### config.mk
export PLATFORM = sky130hd
export DESIGN_NAME = cpu_control_seq_flat
export DESIGN_NICKNAME = d
export VERILOG_FILES = /design/src/rtl/cpu_control_seq_if.sv /design/src/rtl/cpu_control_seq.sv /design/src/flat_wrapper.sv
export SDC_FILE = /design/constraint.sdc
export NUM_CORES = 1
export LEC_CHECK = 0
export CORE_UTILIZATION = 62
export CTS_CLUSTER_DIAMETER = 200
export CTS_CLUSTER_SIZE = 10
export DETAILED_ROUTE_END_ITERATION = 8
export DONT_BUFFER_PORTS = 1
export PLACE_DENSITY_LB_ADDON = 0.1
export SETUP_SLACK_MARGIN = 0.5
export SYNTH_ARGS = -nofsm -noshare
export SYNTH_HDL_FRONTEND = slang
export SYNTH_SLANG_ARGS = --single-unit
### constraint.sdc
create_clock -name clk -period 2.1 [get_ports clk]
set_input_delay 0.42 -clock clk [delete_from_list [all_inputs] [get_ports clk]]
set_output_delay 0.42 -clock clk [all_outputs]
set_load 0.005 [all_outputs]
### src/rtl/cpu_control_seq_if.sv
// ---------------------------------------------------------------------------
// cpu_control_seq_if
// Memory handshake bundle between the control sequencer and the instruction
// and data memories.
//   imem_req : sequencer -> imem, instruction fetch request
//   imem_ack : imem -> sequencer, instruction data valid
//   dmem_req : sequencer -> dmem, data access request
//   dmem_we  : sequencer -> dmem, write qualifier (only with dmem_req)
//   dmem_ack : dmem -> sequencer, data access complete
// Modports: master = sequencer side, slave = memory side.
// ---------------------------------------------------------------------------
interface cpu_control_seq_if;
  logic imem_req;
  logic imem_ack;
  logic dmem_req;
  logic dmem_we;
  logic dmem_ack;

  modport master (
    output imem_req,
    output dmem_req,
    output dmem_we,
    input  imem_ack,
    input  dmem_ack
  );

  modport slave (
    input  imem_req,
    input  dmem_req,
    input  dmem_we,
    output imem_ack,
    output dmem_ack
  );
endinterface

### src/rtl/cpu_control_seq.sv
// ---------------------------------------------------------------------------
// cpu_control_seq
// Multi-cycle handshaked control sequencer for the accumulator CPU.
// Walks FETCH -> DECODE -> EXEC -> (WB) per instruction, talks to the
// instruction and data memories with req/ack, traps on illegal opcodes or on
// a memory that does not answer within WAIT_MAX cycles, supports halt/resume
// and counts retired instructions.
//
// Parameters:
//   OPCODE_W : opcode width (>= 3); any code >= 8 is illegal
//   WAIT_MAX : cycles a request may wait for its ack before trapping (>= 1)
//   CNT_W    : retired-instruction counter width (wraps)
//
// Ports:
//   clk, rst        : clock, asynchronous active-high reset
//   mem             : memory handshake bundle (master side)
//   i_opcode        : current IR opcode, stable DECODE..WB
//   i_is_zero       : accumulator == 0
//   i_resume        : leave HALTED (level)
//   i_step          : single-step from HALTED (only with CPU_CONTROL_STEP_EN)
//   o_ir_load       : capture instruction into IR
//   o_pc_en         : PC increment
//   o_pc_load       : PC load from IR operand
//   o_acc_load      : accumulator write enable
//   o_acc_sel       : 0 = ALU result, 1 = memory data
//   o_halted        : sequencer in HALTED
//   o_trap          : sticky fault flag
//   o_trap_cause    : 00 none, 01 illegal, 10 imem timeout, 11 dmem timeout
//   o_retired       : instructions completed
//
// Optional feature macro: CPU_CONTROL_STEP_EN (adds i_step single-stepping).
// Strobes are combinational on state/opcode/is_zero/ack; state, wait
// counter, trap cause and retired count are registered.
// ---------------------------------------------------------------------------
module cpu_control_seq #(
  parameter int OPCODE_W = 3,
  parameter int WAIT_MAX = 15,
  parameter int CNT_W    = 16
) (
  input  logic                clk,
  input  logic                rst,
  cpu_control_seq_if.master   mem,
  input  logic [OPCODE_W-1:0] i_opcode,
  input  logic                i_is_zero,
  input  logic                i_resume,
`ifdef CPU_CONTROL_STEP_EN
  input  logic                i_step,
`endif
  output logic                o_ir_load,
  output logic                o_pc_en,
  output logic                o_pc_load,
  output logic                o_acc_load,
  output logic                o_acc_sel,
  output logic                o_halted,
  output logic                o_trap,
  output logic [1:0]          o_trap_cause,
  output logic [CNT_W-1:0]    o_retired
);

  localparam int WCNT_W = $clog2(WAIT_MAX + 1);

  typedef enum logic [2:0] {
    RST_S  = 3'd0,
    FETCH  = 3'd1,
    DECODE = 3'd2,
    EXEC   = 3'd3,
    WB     = 3'd4,
    HALTED = 3'd5,
    TRAP   = 3'd6
  } state_t;

  localparam logic [2:0] OP_HLT = 3'd0;
  localparam logic [2:0] OP_SKZ = 3'd1;
  localparam logic [2:0] OP_ADD = 3'd2;
  localparam logic [2:0] OP_AND = 3'd3;
  localparam logic [2:0] OP_XOR = 3'd4;
  localparam logic [2:0] OP_LDA = 3'd5;
  localparam logic [2:0] OP_STO = 3'd6;
  localparam logic [2:0] OP_JMP = 3'd7;

  localparam logic [1:0] CAUSE_ILLEGAL = 2'b01;
  localparam logic [1:0] CAUSE_IMEM    = 2'b10;
  localparam logic [1:0] CAUSE_DMEM    = 2'b11;

  // Opcodes that write the accumulator in WB.
  function automatic logic op_writes_acc(input logic [2:0] op);
    case (op)
      OP_ADD, OP_AND, OP_XOR, OP_LDA: op_writes_acc = 1'b1;
      default:                        op_writes_acc = 1'b0;
    endcase
  endfunction

  state_t             r_state;
  state_t             w_state_nxt;
  state_t             w_done_state;
  logic [WCNT_W-1:0]  r_wait;
  logic [WCNT_W-1:0]  w_wait_nxt;
  logic [WCNT_W-1:0]  w_wait_inc;
  logic               w_wait_hit;
  logic [1:0]         r_cause;
  logic [1:0]         w_cause_nxt;
  logic [CNT_W-1:0]   r_retired;
  logic               w_retire;
  logic [2:0]         w_op;
  logic               w_illegal;
  logic               w_step_req;
  logic               w_step_mode;

  logic w_imem_req;
  logic w_ir_load;
  logic w_pc_en;
  logic w_pc_load;
  logic w_dmem_req;
  logic w_dmem_we;
  logic w_acc_load;
  logic w_acc_sel;
  logic w_halted;
  logic w_trap;

  assign w_op = i_opcode[2:0];

  // Any set bit above the low three opcode bits means code >= 8.
  if (OPCODE_W > 3) begin : g_wide_op
    assign w_illegal = |i_opcode[OPCODE_W-1:3];
  end else begin : g_narrow_op
    assign w_illegal = 1'b0;
  end

  // The counter value after this cycle's wait; reaching WAIT_MAX without
  // an ack is the timeout. An ack in that same cycle takes precedence.
  assign w_wait_inc = r_wait + WCNT_W'(1);
  assign w_wait_hit = (w_wait_inc == WCNT_W'(WAIT_MAX));

`ifdef CPU_CONTROL_STEP_EN
  logic r_step;

  assign w_step_req  = i_step;
  assign w_step_mode = r_step;

  // Remembers that the instruction in flight was launched by a step, so it
  // returns to HALTED; only re-evaluated while sitting in HALTED.
  always_ff @(posedge clk or posedge rst) begin
    if (rst) begin
      r_step <= 1'b0;
    end else if (r_state == HALTED) begin
      r_step <= i_step & ~i_resume;
    end else begin
      r_step <= r_step;
    end
  end
`else
  assign w_step_req  = 1'b0;
  assign w_step_mode = 1'b0;
`endif

  // Where a completed instruction goes: back to fetch, or back to HALTED
  // when it was a single step.
  assign w_done_state = w_step_mode ? HALTED : FETCH;

  // State, wait counter, trap cause and retired count registers.
  always_ff @(posedge clk or posedge rst) begin
    if (rst) begin
      r_state   <= RST_S;
      r_wait    <= '0;
      r_cause   <= 2'b00;
      r_retired <= '0;
    end else begin
      r_state <= w_state_nxt;
      r_wait  <= w_wait_nxt;
      r_cause <= w_cause_nxt;
      if (w_retire) begin
        r_retired <= r_retired + CNT_W'(1);
      end else begin
        r_retired <= r_retired;
      end
    end
  end

  // Next-state, wait counter, trap cause and strobe decode.
  always_comb begin
    w_state_nxt = r_state;
    w_wait_nxt  = '0;
    w_cause_nxt = r_cause;
    w_retire    = 1'b0;
    w_imem_req  = 1'b0;
    w_ir_load   = 1'b0;
    w_pc_en     = 1'b0;
    w_pc_load   = 1'b0;
    w_dmem_req  = 1'b0;
    w_dmem_we   = 1'b0;
    w_acc_load  = 1'b0;
    w_acc_sel   = 1'b0;
    w_halted    = 1'b0;
    w_trap      = 1'b0;

    case (r_state)
      RST_S: begin
        w_state_nxt = FETCH;
      end

      FETCH: begin
        w_imem_req = 1'b1;
        if (mem.imem_ack) begin
          w_ir_load   = 1'b1;
          w_state_nxt = DECODE;
        end else if (w_wait_hit) begin
          w_state_nxt = TRAP;
          w_cause_nxt = CAUSE_IMEM;
        end else begin
          w_wait_nxt = w_wait_inc;
        end
      end

      DECODE: begin
        if (w_illegal) begin
          w_state_nxt = TRAP;
          w_cause_nxt = CAUSE_ILLEGAL;
        end else begin
          case (w_op)
            OP_HLT: begin
              w_pc_en     = 1'b1;
              w_retire    = 1'b1;
              w_state_nxt = HALTED;
            end
            OP_JMP: begin
              w_pc_load   = 1'b1;
              w_state_nxt = EXEC;
            end
            default: begin
              w_pc_en     = 1'b1;
              w_state_nxt = EXEC;
            end
          endcase
        end
      end

      EXEC: begin
        case (w_op)
          OP_SKZ: begin
            // Second PC increment skips the next instruction.
            w_pc_en     = i_is_zero;
            w_retire    = 1'b1;
            w_state_nxt = w_done_state;
          end
          OP_JMP: begin
            w_retire    = 1'b1;
            w_state_nxt = w_done_state;
          end
          OP_ADD, OP_AND, OP_XOR, OP_LDA, OP_STO: begin
            w_dmem_req = 1'b1;
            w_dmem_we  = (w_op == OP_STO);
            if (mem.dmem_ack) begin
              w_state_nxt = WB;
            end else if (w_wait_hit) begin
              w_state_nxt = TRAP;
              w_cause_nxt = CAUSE_DMEM;
            end else begin
              w_wait_nxt = w_wait_inc;
            end
          end
          default: begin
            w_state_nxt = FETCH;
          end
        endcase
      end

      WB: begin
        w_acc_load  = op_writes_acc(w_op);
        w_acc_sel   = (w_op == OP_LDA);
        w_retire    = 1'b1;
        w_state_nxt = w_done_state;
      end

      HALTED: begin
        w_halted = 1'b1;
        if (i_resume) begin
          w_state_nxt = FETCH;
        end else if (w_step_req) begin
          w_state_nxt = FETCH;
        end else begin
          w_state_nxt = HALTED;
        end
      end

      TRAP: begin
        // Sticky: only rst leaves this state.
        w_trap      = 1'b1;
        w_state_nxt = TRAP;
      end

      default: begin
        w_state_nxt = RST_S;
      end
    endcase
  end

  assign mem.imem_req = w_imem_req;
  assign mem.dmem_req = w_dmem_req;
  assign mem.dmem_we  = w_dmem_we;
  assign o_ir_load    = w_ir_load;
  assign o_pc_en      = w_pc_en;
  assign o_pc_load    = w_pc_load;
  assign o_acc_load   = w_acc_load;
  assign o_acc_sel    = w_acc_sel;
  assign o_halted     = w_halted;
  assign o_trap       = w_trap;
  assign o_trap_cause = r_cause;
  assign o_retired    = r_retired;

endmodule
### src/flat_wrapper.sv
// flat-port wrapper written by rule: the top's interface ports become plain ports
module cpu_control_seq_flat 
#(
  parameter int OPCODE_W = 3,
  parameter int WAIT_MAX = 15,
  parameter int CNT_W    = 16
)
  (clk, rst, i_opcode, i_is_zero, i_resume, o_ir_load, o_pc_en, o_pc_load, o_acc_load, o_acc_sel, o_halted, o_trap, o_trap_cause, o_retired, mem_imem_req, mem_dmem_req, mem_dmem_we, mem_imem_ack, mem_dmem_ack);
  cpu_control_seq_if mem_i ();
  input  logic clk;
  input  logic rst;
  input  logic [OPCODE_W-1:0] i_opcode;
  input  logic i_is_zero;
  input  logic i_resume;
  output logic o_ir_load;
  output logic o_pc_en;
  output logic o_pc_load;
  output logic o_acc_load;
  output logic o_acc_sel;
  output logic o_halted;
  output logic o_trap;
  output logic [1:0] o_trap_cause;
  output logic [CNT_W-1:0] o_retired;
  output wire logic [$bits(mem_i.imem_req)-1:0] mem_imem_req;
  output wire logic [$bits(mem_i.dmem_req)-1:0] mem_dmem_req;
  output wire logic [$bits(mem_i.dmem_we)-1:0] mem_dmem_we;
  input wire logic [$bits(mem_i.imem_ack)-1:0] mem_imem_ack;
  input wire logic [$bits(mem_i.dmem_ack)-1:0] mem_dmem_ack;
  assign mem_imem_req = mem_i.imem_req;
  assign mem_dmem_req = mem_i.dmem_req;
  assign mem_dmem_we = mem_i.dmem_we;
  assign mem_i.imem_ack = mem_imem_ack;
  assign mem_i.dmem_ack = mem_dmem_ack;
  cpu_control_seq #(.OPCODE_W(OPCODE_W), .WAIT_MAX(WAIT_MAX), .CNT_W(CNT_W)) u_core (.clk(clk), .rst(rst), .mem(mem_i), .i_opcode(i_opcode), .i_is_zero(i_is_zero), .i_resume(i_resume), .o_ir_load(o_ir_load), .o_pc_en(o_pc_en), .o_pc_load(o_pc_load), .o_acc_load(o_acc_load), .o_acc_sel(o_acc_sel), .o_halted(o_halted), .o_trap(o_trap), .o_trap_cause(o_trap_cause), .o_retired(o_retired));
endmodule
* Yosys cells after proc, flatten, opt, wreduce, memory -nomap -nowiden
Index checks and enable logic that the tools add are counted.
** Storage, ports and cells
- Register bits :: 25
- Bits of input ports :: 9
- Output and inout port bits :: 28
- Word-level logic and storage cells :: 71
** Cells by class
- $add $sub $neg :: 2
- Equality and inequality tests :: 19
- Multiplexer cells :: 38
- Reductions and logical operators :: 8
** Operator list (count)
- $eq A3 B3 Y1 const B :: 7
- $mux W1 :: 18
- $mux W3 :: 6
- $pmux W3 S6 :: 1
- $add A16 B1 Y16 const B :: 1
- $mux W4 :: 4
- $eq A3 B2 Y1 const B :: 4
- $mux W2 :: 5
- $pmux W4 S2 :: 1
- $eq A3 B1 Y1 const B :: 2
- $logic_not A3 Y1 :: 2
- $ne A2 B1 Y1 const B :: 3
- $reduce_and A6 Y1 :: 1
- $reduce_or A5 Y1 :: 1
- $add A4 B1 Y4 const B :: 1
- $eq A4 B4 Y1 const B :: 1
- $ne A2 B2 Y1 const B :: 2
- $pmux W2 S2 :: 1
- $reduce_or A2 Y1 :: 2
- $reduce_or A4 Y1 :: 1
- $pmux W1 S3 :: 1
- $pmux W1 S2 :: 1
- $reduce_bool A2 Y1 :: 1

* Depth between registers and ports, before layout
- Depth after elaboration :: 6
- Depth in mapped cells :: 6
- Mapped depth without buffers :: 5

* Worst setup path after synthesis
Ideal clock, no wire load.
- Kind :: input port to flip-flop
- Start :: in i_opcode[1]
- End :: reg u_core.r_retired[10], in the netlist u_core.o_retired[10]
- Setup time :: 124 ps
- Arrival time :: 1543 ps
- Required time :: 1976 ps
- Setup slack :: 433 ps
- Cell stages on the path :: 6
- Buffers on the path :: 2
- Cells stage by stage :: buf_2 or3_4 o221ai_2 buf_6 nand4_1 xnor2_1
** On the way
- Cells in the longest elaborated chain, start to end :: 4
- Elaborated cells on any way between the ends :: 7
- Those cells by class :: 2 x eq/ne; 3 x mux; 2 x reduce/logical
** Ends and longest elaborated chain
- from (decl) :: RTL line flat_wrapper.sv:12 : input logic [OPCODE_W-1:0] i_opcode;
- $eq A3 B1 Y1 or $eq A3 B3 Y1 (tied branches)
- $reduce_or A2 Y1 (no line)
- $mux W1 :: RTL line cpu_control_seq.sv:238 : case (w_op)
- $pmux W1 S3 (*) :: RTL line cpu_control_seq.sv:196 : case (r_state)
- to (signal assigned) :: RTL line cpu_control_seq.sv:172 : r_retired <= r_retired + CNT_W'(1);
- to (signal assigned) :: RTL line cpu_control_seq.sv:174 : r_retired <= r_retired;
- to (decl) :: RTL line cpu_control_seq.sv:102 : logic [CNT_W-1:0] r_retired;
Mark *: on every way between the ends. The rest lies on a longest branch, timed or not.
A chain may end at the register's enable or synchronous reset.

* Final worst setup path
- Start :: reg u_core.r_state[0]
- End :: out o_acc_sel
** On the way
- Cells in the longest elaborated chain, start to end :: 2
** Ends and longest elaborated chain
- from (decl) :: RTL line cpu_control_seq.sv:93 : state_t r_state;
- from (signal assigned) :: RTL line cpu_control_seq.sv:168 : r_state <= w_state_nxt;
- $eq A3 B3 Y1 :: RTL line cpu_control_seq.sv:196
- $mux W1 :: RTL line cpu_control_seq.sv:196
- to (decl) :: RTL line flat_wrapper.sv:19 : output logic o_acc_sel;
No other way between the ends.

==> metrics.log <==
[metrics] worst setup path category: reg -> out
[metrics] worst hold slack after final layout: 0.302 ns
[metrics] Vias/cell: 6.38
[metrics] overall overflow remaining after global route: 0
[metrics] commonest cells in the netlist: sky130_fd_sc_hd__dfrtp_1, sky130_fd_sc_hd__xnor2_1, sky130_fd_sc_hd__nand2_1, sky130_fd_sc_hd__nand4_1
[metrics] vias: 1245
[metrics] maximum resistive drop on vdd: 0.630 mV
[metrics] Routed Antenna Nets: 0
[metrics] run status: finished, final reports clean
[metrics] # rows: 17
[metrics] number of ports placed on the die boundary: 37
[metrics] Worst Hold Path EP: u_core.r_state[1]
[metrics] antenna diode instance count: 0
[metrics] Clk pin slew, worst setup/hold paths: 0.12 ns
[metrics] largest cells by area after synthesis: sky130_fd_sc_hd__dfrtp_1, sky130_fd_sc_hd__xnor2_1, sky130_fd_sc_hd__nand4_1
[metrics] leading register cell type out of synthesis: sky130_fd_sc_hd__dfrtp_1
[metrics] classification of the worst-slack hold path: in -> reg
[metrics] largest net degree at the start of global routing: 17
[metrics] critical path launch point type: register
[metrics] Syn Std Cell Area: 1470 um^2
[metrics] Max clock buf depth: 2
[metrics] highest clock frequency the design can meet: 0.543 GHz
[metrics] number of warning messages in the yosys log: 0
[metrics] Root Buffer: sky130_fd_sc_hd__clkbuf_4
[metrics] drt first-iter violations: 34
[metrics] number of failing hold endpoints at the final stage: 0
[metrics] Static Leak: 0.000785 uW
[metrics] number of placed instances, taps included: 171
[metrics] Max stage delay on crit path: 0.49 ns
[metrics] Post-Place Cell Area: 1490 um^2
[metrics] worst setup path start: u_core.r_state[0]
[metrics] capturing element type of the critical path: output pin
[metrics] wire length of the first global-routing pass: 4910 um
[metrics] Die Footprint: 2570 um^2
[metrics] final weighted congestion in routability-driven placement: 0.815
[metrics] Crit Path Max Fanout: 8
[metrics] critical path arrival: 1.42 ns
[metrics] Max Clock Skew: 0.00444 ns
[metrics] count of clock tree sinks: 25
[metrics] Tot Pwr: 1750 uW
[metrics] Slowest-stage cell, CP: sky130_fd_sc_hd__dfrtp_2
[metrics] non-filler instance count after layout: 195
[metrics] CTS buffer count: 3
[metrics] unique cell type count in the Yosys netlist: 45
[metrics] Post-synth ARST share: 100%
[metrics] Max H-tree Level: 1
[metrics] area of all placed cells without fillers: 1910 um^2
[metrics] post-detail-place hpwl: 2050 um
[metrics] worst reg-to-reg setup slack: 0.34 ns
[metrics] Tot GR Track Use: 25.5%
[metrics] area inside the core boundary: 2210 um^2
[metrics] Worst-Margin Slew: 0.410 ns
[metrics] unrepaired setup endpoints after global routing: yes
[metrics] cell depth of the worst min-delay path: 2
[metrics] fraction of the yosys area taken by sequential cells: 42.6%
[metrics] period utilisation layout: 87.7%
[metrics] Hold Path Origin: mem_dmem_ack
[metrics] via count of the first global-routing pass: 1086
[metrics] final-report setup violation count: 0
[metrics] Syn Area/Cell: 9.92 um^2
[metrics] count of final max-slew check failures: 0
[metrics] fraction of final layout cells sized beyond drive strength 1: 39.5%
[metrics] dominant cell type by area after synthesis: sky130_fd_sc_hd__dfrtp_1
[metrics] number of storage elements in the synthesis netlist: 25
[metrics] clock tree from TritonCTS: built
[metrics] worst reg2reg path endpoint: u_core.o_trap_cause[0]
[metrics] aggregate negative setup slack: 0 ns
[metrics] EDFF count, synth: 0
[metrics] number of nets in the layout: 180
[metrics] cell with the most instances after synthesis: sky130_fd_sc_hd__dfrtp_1
[metrics] cells traversed along the worst timing path: or3b_4 > nor3_4
[metrics] Synth Instances: 148
[metrics] Clk Latency, worst-skew pair: 0.32 ns
[metrics] synthesized net count: 160
[metrics] average wire per cell in the routed design: 19.0 um
[metrics] power density cells: 917 nW/um^2
[metrics] initial standard-cell utilization of the core: 66.3%
[metrics] portion of synthesized cell area occupied by the leading cell type: 42.6%
[metrics] number of max-cap violations: 0
[metrics] Die X-Extent: 50.7 um
[metrics] overall routed net length: 3710 um
[metrics] initial antenna violation count: 0
[metrics] Residual DRC: 0
[metrics] Register-to-Register Path Depth: 5
[metrics] Filler cells: 125
[metrics] detailed-router iteration count before antenna repair: 4
[metrics] shortest period the worst path allows: 1.84 ns
[metrics] die extent in y: 50.7 um
[metrics] area added between synthesis and finish: 29.8%
[metrics] endpoint required time on the critical path: 1.68 ns
[metrics] remaining max-slew budget at the tightest pin: 72.5%
[metrics] startpoint of the most critical register-to-register path: u_core.r_wait[0]
[metrics] # port buffers: 0
[cell families (layout without fill, tap and decap cells)]
| kind of cell | count (synthesis) | after routing | share of synthesized area (%) |
|---|---|---|---|
| flops | 25 | 25 | 42.6 |
| buf+inv | 14 | 33 | 4.60 |
| simple gates | 71 | 71 | 29.2 |
| fa+ha+maj | 3 | 3 | 2.56 |
| compound gates | 17 | 17 | 10.3 |
| xor+xnor | 18 | 18 | 10.7 |
[metal layers]
| layer | share of wire, % | up-vias | GRT usage (%) |
|---|---|---|---|
| met3 | 3.7 | 12 | 6.06 |
| met4 | 3.1 | 0 | 11.1 |
| met5 | 0 | - | 0 |
| met2 | 50 | 40 | 38.9 |
| met1 | 43 | 622 | 34.5 |
| li1 | - | 571 | - |
[critical path, delay by kind of cell (launching register included)]
family        cells  cell delay (ns)
flops             1             0.49
simple gates      2             0.63
[per-stage QoR]
stage	util, %	setup WS [ns]
floorplan	-	0.472
global placement	67.5	0.293
detailed placement	67.5	0.250
CTS	78.3	0.255
global route	86.1	0.197
finish	86.1	0.259
[repair_timing]
item / in CTS / in global routing
pin swaps: 13 / 16
endpoints found under the setup margin: 28 / 32
hold endpoints to repair: 9 / 0
cloned: 0 / 0
hold buffers: 1 / 0
gates resized for setup: 26 / 28
buffers inserted: 13 / 6
[flip-flops by register name, summed over array words and instances (netlist names)]
register / cells
u_core.o_retired: 16
u_core.r_wait: 4
u_core.r_state: 3
u_core.o_trap_cause: 2
[how the worst max path moves through the flow]
stage                                       to  slack [ns]
after floorplan           u_core.o_retired[10]        0.47
after global placement    u_core.o_retired[10]        0.29
after detailed placement  u_core.o_retired[11]        0.25
after CTS                            o_acc_sel        0.26
after global routing              mem_dmem_req        0.20
final                                o_acc_sel        0.26
[area by class of cell]
type | instances | area, um^2 | area share, %
sequential | 25 | 632 | 33.2
tap | 28 | 35.0 | 1.84
clock buffer | 4 | 26.3 | 1.38
multi-input combinational | 109 | 987 | 51.8
inverter | 8 | 30.0 | 1.58
timing repair buffer | 21 | 195 | 10.2
[power by group]
part	internal, uW	switching, uW	total (uW)
combinational	411	385	796
sequential	569	174	743
clock	74.4	135	210
total	1050	695	1750
[cells in the final DEF (no fill, tap or decap), drive strengths merged, types with 2 or more instances in the layout]
master  count
a21o        2
a21oi       2
and3        5
and3b       3
and4        4
buf        20
clkbuf      4
dfrtp      25
ha          3
inv         8
nand2       9
nand2b      2
nand3       5
nand3b      2
nand4       9
nand4b      2
nor2        9
nor2b       4
nor3        6
nor4        2
o21ai       2
or3         3
or3b        3
xnor2      14
xor2        4
Note: power is estimated with default switching activity, not from simulation.
